$ cat src/rtl/eu_xbuf_mp.sv
// Direct-mapped, multi-port consumable exchange buffer with registered per-port responses.
// Define EU_XBUF_BYPASS_EN to compile in same-cycle write-to-read forwarding.
module eu_xbuf_mp #(
    parameter int unsigned IDX_BITS = 2,
    parameter int unsigned DATA_W   = 32,
    parameter int unsigned ADDR_W   = 6,
    parameter int unsigned NUM_RD   = 2
) (
    input  logic                     clk,
    input  logic                     reset_n,
    input  logic                     flush_i,
    input  logic [ADDR_W-1:0]        in_addr_i,
    input  logic [DATA_W-1:0]        in_data_i,
    input  logic                     in_valid_i,
    output logic                     in_ready_o,
    input  logic [NUM_RD*ADDR_W-1:0] req_addr_i,
    input  logic [NUM_RD-1:0]        req_valid_i,
    input  logic [NUM_RD-1:0]        req_consume_i,
    output logic [NUM_RD-1:0]        resp_valid_o,
    output logic [NUM_RD-1:0]        resp_hit_o,
    output logic [NUM_RD*DATA_W-1:0] resp_data_o,
    output logic [IDX_BITS:0]        count_o,
    output logic                     full_o
);

    localparam int unsigned Entries = 2 ** IDX_BITS;

    logic [Entries-1:0]       valid_q, valid_d;
    logic [ADDR_W-1:0]        tag_q [Entries];
    logic [DATA_W-1:0]        data_q [Entries];
    logic [IDX_BITS:0]        count_q, count_d;
    logic [NUM_RD-1:0]        resp_valid_q, resp_valid_d;
    logic [NUM_RD-1:0]        resp_hit_q, resp_hit_d;
    logic [NUM_RD*DATA_W-1:0] resp_data_q, resp_data_d;

    logic [IDX_BITS-1:0] wr_idx;
    logic                wr_store;
    logic                fwd_consumed;
    logic [Entries-1:0]  consumed;
    logic [IDX_BITS:0]   n_cons;
    logic [ADDR_W-1:0]   ra;
    logic [IDX_BITS-1:0] ri;

    assign wr_idx     = in_addr_i[IDX_BITS-1:0];
    assign in_ready_o = in_valid_i & ~valid_q[wr_idx] & ~flush_i;

    // Ports are walked lowest first so an earlier consume hides the entry from later ports.
    always_comb begin
        consumed     = '0;
        fwd_consumed = 1'b0;
        n_cons       = '0;
        ra           = '0;
        ri           = '0;
        resp_hit_d   = '0;
        resp_data_d  = '0;
        resp_valid_d = req_valid_i;
        for (int p = 0; p < int'(NUM_RD); p++) begin
            ra = req_addr_i[p*ADDR_W +: ADDR_W];
            ri = ra[IDX_BITS-1:0];
            if (req_valid_i[p] && !flush_i) begin
                if (valid_q[ri] && !consumed[ri] && tag_q[ri] == ra) begin
                    resp_hit_d[p]                  = 1'b1;
                    resp_data_d[p*DATA_W +: DATA_W] = data_q[ri];
                    if (req_consume_i[p]) begin
                        consumed[ri] = 1'b1;
                        n_cons       = n_cons + (IDX_BITS+1)'(1);
                    end
                end
`ifdef EU_XBUF_BYPASS_EN
                else if (in_ready_o && !fwd_consumed && ra == in_addr_i) begin
                    resp_hit_d[p]                  = 1'b1;
                    resp_data_d[p*DATA_W +: DATA_W] = in_data_i;
                    if (req_consume_i[p]) begin
                        fwd_consumed = 1'b1;
                    end
                end
`endif
            end
        end

        // A forwarded-and-consumed write never reaches storage.
        wr_store = in_ready_o & ~fwd_consumed;
        valid_d  = valid_q & ~consumed;
        if (wr_store) begin
            valid_d[wr_idx] = 1'b1;
        end
        count_d = count_q + (IDX_BITS+1)'(wr_store) - n_cons;
        if (flush_i) begin
            valid_d = '0;
            count_d = '0;
        end
    end

    always_ff @(posedge clk) begin
        if (!reset_n) begin
            valid_q      <= '0;
            count_q      <= '0;
            resp_valid_q <= '0;
            resp_hit_q   <= '0;
            resp_data_q  <= '0;
        end else begin
            valid_q      <= valid_d;
            count_q      <= count_d;
            resp_valid_q <= resp_valid_d;
            resp_hit_q   <= resp_hit_d;
            resp_data_q  <= resp_data_d;
        end
    end

    // Payload storage is not reset; the valid bits alone qualify it.
    always_ff @(posedge clk) begin
        if (wr_store) begin
            tag_q[wr_idx]  <= in_addr_i;
            data_q[wr_idx] <= in_data_i;
        end
    end

    assign resp_valid_o = resp_valid_q;
    assign resp_hit_o   = resp_hit_q;
    assign resp_data_o  = resp_data_q;
    assign count_o      = count_q;
    // Count never exceeds Entries, so its top bit is set only when full.
    assign full_o       = count_q[IDX_BITS];

endmodule

$ cat config.mk
export PLATFORM = sky130hd
export DESIGN_NAME = eu_xbuf_mp
export DESIGN_NICKNAME = d
export VERILOG_FILES = /design/src/rtl/eu_xbuf_mp.sv
export SDC_FILE = /design/constraint.sdc
export NUM_CORES = 1
export LEC_CHECK = 0
export CAP_MARGIN = 20
export CORE_MARGIN = 4
export CORE_UTILIZATION = 45
export CTS_CLUSTER_SIZE = 24
export DETAILED_ROUTE_END_ITERATION = 12
export HOLD_SLACK_MARGIN = 0.03
export PLACE_DENSITY = 0.71
export REMOVE_ABC_BUFFERS = 1
export SETUP_SLACK_MARGIN = 0.2
export SYNTH_ARGS = -nofsm -noshare
export SYNTH_HDL_FRONTEND = slang
export SYNTH_SLANG_ARGS = --single-unit
$ cat constraint.sdc
create_clock -name clk -period 3.1 [get_ports clk]
set_input_delay 0.465 -clock clk [delete_from_list [all_inputs] [get_ports clk]]
set_output_delay 0.465 -clock clk [all_outputs]
set_load 0.05 [all_outputs]
==> impl_results.md <==
* Status: finished with violations
* Failing checks: setup timing
* Yosys top cell by area: edfxtp_1
* Final ANT Viol Nets at 0
* Compound-Gate Fraction of Synth Area at 1.83%
* Per-cell routed wire length at 20.5 um
* Initial Util at 46.0%
* First-pass GRT wire length at 30200 um
* Worst hold margin at 500 ps
* R2R Setup Slk at -7 ps
* Drt drc at 0
* Hold path endpoint: valid_q[1]
* Distinct cell type count after synthesis at 44
* Highest clock rate at 322 MHz
* Xor/xnor share of the synthesized area at 1.65%
* CTS Sinks at 227
* Total clock buffers created by CTS at 24
* Max-slew violations at 0
* Final hold vios at 0
* Yosys reg bits at 227
* Crit. End Element: flip-flop
* CORE AREA at 19600 um2
* PD cells at 558 nW/um2
* Max VDD drop at 359 uV
* Routability congestion estimate at 0.887
* Critical path arrival at 3550 ps
* Clock Latency Late Sink at 500 ps
* Synth top area share at 50.7%
* FF-to-FF path depth at 12
* Vias in the first global route at 5377
* Pre-antenna DRT Iters at 4
* Port Buf Inserts at 130
* Synth Cell Area at 9010 um2
* Multiplexer share of the synthesized area at 18.4%
* Final WS setup at -6.69 ps
* Synth cell count leaders: 152 x edfxtp_1, 75 x dfxtp_1, 67 x mux4_2
* Ant. Diodes at 0
* Hold crit path type: input pin to flip-flop
* Slew margin rel. at 56.8%
* Number of max-cap violations at 0
* R2R Path Start: tag_q[3][2]
* Final setup viols at 1
* Die W at 149 um
* CP Class: flip-flop to flip-flop
* Leak Pwr at 3.97 nW
* Top post-synthesis cells by area: edfxtp_1 51%, mux4_2 17%, dfxtp_1 17%, nor2b_1 2.6%, and2_1 2.6%
* Depth of the worst hold-timing path at 3
* Reg-to-reg endpoint: count_o[1]
* Count leader, synth: edfxtp_1
* Die area at 22300 um2
* Post-route minimum period at 3110 ps
* I/O pin count at 131
* First DRT Iteration DRCs at 373
* Vert. Die Dim at 149 um
* Seq/Total Area, Yosys at 67.4%
* Post-Synth Adder-Cell Area at 0.778%
* Critical path data required time at 3540 ps
* Fill count at 1489
* Design area at 11600 um2
* Grt ovf at 0
* Total GRT Usage at 17.6%
* Synth async-reset ratio at 0%
* Tcrit/Tclk final at 100%
* Largest net degree at the start of global routing at 34
* Hold Startpoint: req_addr_i[6]
* Largest family of logic cells by synthesized area: multiplexers
* DR vias/cell at 5.26
* Worst setup SP type: flip-flop
* Worst-path clk slew at 60 ps
* Mapped Avg Cell Area at 17.8 um2
* Synth Warn # at 0
* Syn Inst Count at 507
* Nets at 726
* Main synth FF type: edfxtp_1
* Area delta synth->final at 28.9%
* H-tree depth at 1
* Cell row count at 51
* CTS tree: built
* Initial antenna violation count at 1
* Worst clock skew at 6.84 ps
* Share of layout cells above drive strength 1 at 22.8%
* Dpl hpwl at 13100 um
* Simple logic cell fraction of the synthesized area at 7.68%
* Critical path peak fanout at 3
* Vias at 4977
* EDFF count, synth at 152
* Post-DP Area at 10800 um2
* RSZ-0062 raised after global routing: true
* CTS root buffer: clkbuf_16
* Actual slew at the worst max-slew pin at 647 ps
* Max clock buf depth at 3
* WL final at 19400 um
## worst max path at each step
| stage | endpoint | cells after the start | slack, ps | startpoint |
|---|---|---|---|---|
| after floorplan | count_o[2] | 13 | -50 | req_addr_i[0] |
| after detailed placement | count_o[2] | 13 | -430 | req_addr_i[0] |
| after CTS | count_o[1] | 12 | -20 | tag_q[3][2] |
| final | count_o[1] | 12 | -7 | tag_q[3][2] |
| after global routing | count_o[1] | 12 | -190 | tag_q[3][2] |
| after global placement | count_o[2] | 13 | -300 | req_addr_i[0] |
## cells by family after synthesis
family          after synthesis
flops                       227
simple gates                117
mux                          81
buf+inv                      38
compound gates               22
xor+xnor                     17
fa+ha+maj                     5
## sequential cells by signal, summed over array words and instances, names as in the netlist
signal / flops
tag_q: 24
count_o: 3
data_q: 128
resp_data_o: 64
resp_hit_o: 2
valid_q: 4
resp_valid_o: 2
## power by group
part,internal [mW],switching [mW],total (mW)
Clock,1.72,1.07,2.79
Sequential,3.27,0.0166,3.29
Combinational,0.214,0.186,0.401
## cell type report
type	count	area [um2]	share of cell area [%]
timing repair buffer	160	1580	13.6
inverter	8	30.0	0.259
clock buffer	41	788	6.79
sequential	227	6070	52.2
tap	265	332	2.86
clock inverter	3	15.0	0.129
multi-input combinational	242	2800	24.1
## cell usage in the layout (no fill, tap or decap), types with 9 or more instances in the layout
master / n
nor2b_1: 38
edfxtp_1: 152
xnor2_1: 9
clkdlybuf4s50_1: 125
mux2i_1: 12
buf_4: 25
nand2_1: 10
mux4_2: 67
dfxtp_1: 75
and2_1: 37
clkbuf_16: 27
## worst max-delay path: stages, from the launching register on
cell and delay (ps):
edfxtp_1 390, mux4_2 500, xor2_1 190, a21oi_2 180, o2111ai_2 140, inv_1 100, ha_1 220, mux2_4 280
ha_4 270, inv_2 40, ha_4 140, fa_2 510, and2_1 110
## metal layers
| metal | GRT usage, % | vias up | share of wire (%) |
|---|---|---|---|
| met2 | 30.6 | 192 | 50 |
| met4 | 4.62 | 2 | 2.3 |
| met3 | 3.06 | 32 | 8.0 |
| met1 | 23.2 | 2478 | 40 |
| li1 | - | 2273 | - |
| met5 | 0 | - | 0.036 |
## metrics by stage
stage	utilization [%]	power [mW]	setup WS (ps)	instances	TNS, ps
after detailed placement	54.9	3.76	-426	901	-802
final	59.3	6.49	-6.69	946	-6.69
after floorplan	-	3.53	-49.9	477	-77.0
after CTS	59.3	6.56	-22.5	946	-26.9
after global placement	54.9	3.74	-300	901	-572
after global routing	59.3	6.71	-190	946	-355
## what timing repair did
item	in CTS	in global routing
endpoints found under the hold margin	0	0
resized for setup	7	0
setup endpoints to repair	2	2
pin swaps	3	0
setup buffers	1	0
gates cloned	0	0
hold buffers	0	0
Power figures use the tool's default switching activity.
==> RTL edit 1 (same flow settings) <==
Take the reset off `resp_data_q` and load it in a clocked block of its own.
--- a/src/rtl/eu_xbuf_mp.sv
+++ b/src/rtl/eu_xbuf_mp.sv
@@ -97,14 +97,16 @@
             count_q      <= '0;
             resp_valid_q <= '0;
             resp_hit_q   <= '0;
-            resp_data_q  <= '0;
         end else begin
             valid_q      <= valid_d;
             count_q      <= count_d;
             resp_valid_q <= resp_valid_d;
             resp_hit_q   <= resp_hit_d;
-            resp_data_q  <= resp_data_d;
         end
+    end
+
+    always_ff @(posedge clk) begin
+        resp_data_q <= resp_data_d;
     end
 
     // Payload storage is not reset; the valid bits alone qualify it.
Behaviour: differs if reset_n is asserted again (counterexample within 4 cycles, from zero or initial values and one cycle with reset_n low); with reset_n held inactive, the same outputs for 4 cycles.
==> RTL edit 1 against the unedited design <==
The flow still finishes with violations (setup timing). Highest routed layer is now met4. Total power is 1.2% higher. Global-route usage is 0.76 points higher. Sequential cell count stayed put. Design area is 1.1% higher. Critical endpoint unchanged. Critical path type unchanged. Worst setup slack worse by 0.22 ns. Routed wire length is 4.1% higher. Final cell count is 0.42% higher. Synthesized area is 0.18% lower. Via count is 4.7% higher.
==> RTL edit 1: results (changes against the unedited design) <==
Global route
  – Initial antenna violation count: 0 (-1)
  – Largest net degree at the start of global routing: 38 (+12%)
  – Global Route Usage Sum: 18.4% (+0.76 points)
  – First-pass GRT wire length: 31600 um (+4.7%)
  – Vias in the first global route: 5658 (+5.2%)

Route
  – Total Wirelength: 20200 um (+4.1%)
  – WL/cell: 21.3 um (+3.7%)
  – Detailed Routing Iterations Pass 1: 4 (unchanged)
  – DR vias/cell: 5.48 (+4.2%)
  – Routed Antenna Nets: 0 (unchanged)
  – Starting DRC count in detailed routing: 365 (-2.1%)

Worst setup path
  – CP max FO: 2 (-1)
  – CP max stage cell: fa_2
  – Worst Path Arrival: 3.78 ns (+0.23 ns)
  – Crit path from: tag_q[3][3]$_DFFE_PP_

Timing
  – Worst Clk Skew: 0.0281 ns (+0.0212 ns)
  – Slew headroom: 59.3% (+2.5 points)
  – Final setup margin: -0.229 ns (-0.222 ns)
  – Setup TNS: -0.436 ns (-0.429 ns)
  – Final setup violating endpoints: 2 (+1)
  – Hold slack: 0.553 ns (+0.0534 ns)

Synthesis
  – Seq/Total Area, Yosys: 67.5% (+0.12 points)
  – Ys async rst share: 0% (unchanged)
  – Synth cell count leaders: edfxtp_1 (152), dfxtp_1 (75), mux4_2 (70), and3_1 (34), and2b_1 (24)
  – Mux share of post-synthesis cell area: 18.6% (+0.19 points)
  – XOR/XNOR Fraction of Synth Area: 1.36% (-0.29 points)
  – Synth Area in Adders: 0.779% (+0.0014 points)
  – Yosys warns: 0 (unchanged)
  – Distinct cell type count after synthesis: 46 (+4.5%)
  – Syn Inst Count: 498 (-1.8%)
  – Synth Area in Compound Gates: 2.30% (+0.46 points)
  – Most area-consuming cells after synthesis: edfxtp_1 (51%), mux4_2 (18%), dfxtp_1 (17%)
  – Ys flop type: edfxtp_1

Finish
  – Antenna cell count: 0 (unchanged)
  – Reg with most FFs: data_q
  – Final nets: 730 (+0.55%)
  – Layout cells sized above 1: 25.8% (+3.1 points)
  – Fillcell total: 1509 (+1.3%)

CTS
  – Clock transition at path regs: around 0.070 ns
  – H-tree Lvls: 1 (unchanged)
  – TritonCTS buffer count: 24 (unchanged)

Placement
  – Placement Setup Slack: -0.657 ns (-0.231 ns)
  – Gpl congestion: 0.882 (-0.46%)
  – Inst Count DP: 899 (-0.22%)
  – DP Wirelength: 13000 um (-0.53%)
  – Placed Instance Area: 10800 um^2 (+0.73%)

Pwr
  – Clk pwr share: 42.9% (-0.2 points)
  – Switch share: 20.7% (+1.0 points)
  – Combinational Power Share: 6.6% (+0.4 points)
  – Comb. pwr: 0.000435 W (+8.5%)
  – Leakage power: 4.19 nW (+5.5%)
  – VDD IR max: 0.442 mV (+23%)

Run status
  – Status: finished with violations
  – Failing checks: setup timing
## RTL edit 1: cell types whose count changed in the layout (fill, tap and decap cells not counted), moves of 8 or more
cell,delta
and2_1,-32
and2b_1,+24
clkbuf_1,-8
buf_4,+19
and3_1,+31
nor2b_1,-27
## RTL edit 1: worst min-delay path by stage
stage / from / to / cells after the start
2_1_floorplan: valid_q[1]$_SDFF_PP0_ / valid_q[1]$_SDFF_PP0_ / 2
3_3_place_gp: valid_q[0]$_SDFF_PP0_ / valid_q[0]$_SDFF_PP0_ / 2
3_5_place_dp: valid_q[2]$_SDFF_PP0_ / valid_q[2]$_SDFF_PP0_ / 2
4_1_cts: req_addr_i[1] / valid_q[3]$_SDFF_PP0_ / 5
5_1_grt: req_valid_i[0] / resp_valid_o[0]$_SDFF_PN0_ / 2
6_report: req_addr_i[1] / valid_q[3]$_SDFF_PP0_ / 5
## RTL edit 1: layout make-up
type                    count  area [um^2]  area share (%)
well taps                 265          332            2.82
clock buffers              27          653            5.56
flip-flops and latches    227         6070            51.7
inverters                   9         33.8           0.288
clock inverters            17          148            1.26
multi-input cells         230         2840            24.2
repair buffers            175         1670            14.2
## RTL edit 1: what timing repair did
action / 4_1_cts / 5_1_grt
gates cloned: 0 / 0
buffers inserted: 5 / 2
gates resized for setup: 6 / 2
endpoints found under the setup margin: 3 / 3
pin swaps: 3 / 3
hold buffers: 0 / 0
## RTL edit 1: kinds of logic after synthesis
group	count (synthesis)
AO/OA/AOI/OAI	23
XOR/XNOR	14
adder cells (fa/ha/maj)	5
buffers and inverters	41
flip-flops	227
multiplexers	79
AND/OR/NAND/NOR	109
## RTL edit 1: layer usage
layer	vias up	GRT usage, %	wire [um]
met4	0	4.03	285
met2	196	32.1	10300
li1	2312	-	-
met1	2674	24.2	8120
met5	-	0	0
met3	28	3.52	1460
==> RTL edit 2 (config.mk and constraints unchanged) <==
Made on the original files. Add a define of `EU_XBUF_BYPASS_EN`.
--- a/src/rtl/eu_xbuf_mp.sv
+++ b/src/rtl/eu_xbuf_mp.sv
@@ -1,5 +1,7 @@
 // Direct-mapped, multi-port consumable exchange buffer with registered per-port responses.
 // Define EU_XBUF_BYPASS_EN to compile in same-cycle write-to-read forwarding.
+`define EU_XBUF_BYPASS_EN
+
 module eu_xbuf_mp #(
     parameter int unsigned IDX_BITS = 2,
     parameter int unsigned DATA_W   = 32,
Behaviour: not the same (a bounded check fails within 4 cycles, from zero or initial values and one cycle with reset_n low).
==> RTL edit 2 against the unedited design <==
Sequential cell count did not move. Design area rose by 6.9%. Worst hold slack improved by 0.069 ns. Worst setup slack got worse by 0.39 ns. Clock skew rose by 0.0029 ns. Routed wire length rose by 18%. The flow still finishes with violations (setup timing). Combinational power rose by 24%. Total power rose by 0.13%. Synthesized area rose by 6.8%.
==> RTL edit 2: results (changes against the unedited design) <==
Timing
  – Final setup violating endpoints: 2 (+1)
  – Slew headroom: 43.9% (-13 points)
  – Worst Clk Skew: 0.00974 ns (+0.00289 ns)
  – Final setup margin: -0.395 ns (-0.389 ns)

CTS
  – H-tree Lvls: 1 (unchanged)
  – Worst-skew pair later-pin latency: 0.52 ns (+0.02 ns)
  – TritonCTS buffer count: 23 (-4.2%)
  – Clock transition at path regs: 0.06 ns (about the same)

Synthesis
  – Number of flops mapped to enable cells by yosys: 152 (unchanged)
  – Synth Area in Adders: 0.728% (-0.050 points)
  – Distinct cell type count after synthesis: 47 (+6.8%)
  – Seq/Total Area, Yosys: 63.0% (-4.3 points)
  – Synth Area in Compound Gates: 4.84% (+3.0 points)
  – XOR/XNOR Fraction of Synth Area: 2.00% (+0.35 points)
  – Most area-consuming cells after synthesis: edfxtp_1 (47%), mux4_2 (17%), dfxtp_1 (16%)
  – Synth cell count leaders: edfxtp_1 (152), dfxtp_1 (75), mux4_2 (71), nor2_1 (40), mux2i_1 (38)
  – Mux share of post-synthesis cell area: 21.5% (+3.1 points)

Route
  – Starting DRC count in detailed routing: 403 (+8.0%)
  – DR vias/cell: 5.82 (+11%)
  – WL/cell: 22.3 um (+8.7%)

Run status
  – Failing checks: setup timing
  – Status: finished with violations

Global route
  – First-pass GRT wire length: 36200 um (+20%)
  – Vias in the first global route: 6526 (+21%)
  – Global Route Usage Sum: 19.4% (+1.7 points)
  – Initial antenna violation count: 0 (-1)
  – Largest net degree at the start of global routing: 38 (+12%)

Pwr
  – Leakage power: 4.41 nW (+11%)
  – VDD IR max: 0.457 mV (+27%)

Placement
  – Placed Instance Area: 11600 um^2 (+7.4%)
  – Gpl congestion: 0.843 (-4.9%)
  – DP Wirelength: 14500 um (+11%)

Finish
  – Layout cells sized above 1: 26.1% (+3.4 points)
  – Final nets: 800 (+10%)

Worst setup path
  – Worst Path Arrival: 3.97 ns (+0.42 ns)
  – CP max FO: 2 (-1)

Worst hold path
  – Min-delay src: req_valid_i[1]
## RTL edit 2: cell count changes in the layout (fill, tap and decap cells not counted), moves of 5 or more
cell	delta
a32o_1	+32
and2_1	-34
buf_4	+27
mux2i_1	+26
nand2b_1	+5
nor2_1	+34
nor2b_1	-35
## RTL edit 2: timing repair
| item | 4_1_cts | 5_1_grt |
|---|---|---|
| resized for setup | 12 | 1 |
| buffers inserted | 2 | 1 |
| setup endpoints to repair | 35 | 40 |
| pin swaps | 8 | 5 |
## RTL edit 2: area by class of cell
class | instances | area, um^2
timing repair buffer | 187 | 1810
clock buffer | 32 | 672
clock inverter | 10 | 82.6
sequential | 227 | 6070
fill | 1601 | 8610
tap | 275 | 344
multi-input combinational | 290 | 3400
inverter | 8 | 30.0
## RTL edit 2: per-stage QoR
| stage | instances | setup WS (ns) | setup TNS [ns] |
|---|---|---|---|
| final | 1029 | -0.395 | -0.735 |
| after global routing | 1029 | -0.478 | -0.946 |
| after CTS | 1028 | -0.554 | -1.18 |
| after detailed placement | 984 | -1.02 | -8.89 |
| after global placement | 984 | -0.975 | -7.84 |
| after floorplan | 525 | -1.58 | -183.83 |
## RTL edit 2: power by group
group,leakage (nW),internal [W],switching [W],total [W]
Sequential,1.98,0.00327,0.0000173,0.00329
Combinational,2.05,0.000253,0.000243,0.000496
Clock,0.371,0.00154,0.00116,0.00271
## RTL edit 2: cells by family (layout without fill, tap and decap cells)
group,Yosys count,after routing
xor gates and xnor gates,22,22
and+or+nand+nor,99,99
AOI/OAI and AO/OA,49,49
adders and majority gates,5,5
buffers and inverters,50,237
DFF,227,227
muxes,115,115
## RTL edit 2: layer usage
layer  vias up  wire, um  GRT usage (%)
met1      3086      9100           25.1
met4         0       497           5.38
met2       240     11900           33.7
met5         -         0              0
li1       2630         -              -
met3        32      1440           3.50
## RTL edit 2: worst max-delay path, stage by stage, from the launching register on
cell,delay [ns]
edfxtp_1,0.40
mux4_2,0.52
xnor2_2,0.17
nand4_1,0.15
or4b_4,0.54
nor2_4,0.12
ha_4,0.20
mux2_4,0.27
ha_4,0.26
inv_2,0.04
ha_4,0.15
fa_2,0.51
and2_4,0.13
## RTL edit 2: final timing paths
check             cells after the start  slack (ns)                          to
hold reg to reg                       3        0.64       valid_q[3]$_SDFF_PP0_
setup / recovery                     12       -0.40       count_o[1]$_SDFF_PP0_
setup reg to reg                     12       -0.40       count_o[1]$_SDFF_PP0_
hold / removal                        2        0.57  resp_valid_o[1]$_SDFF_PN0_
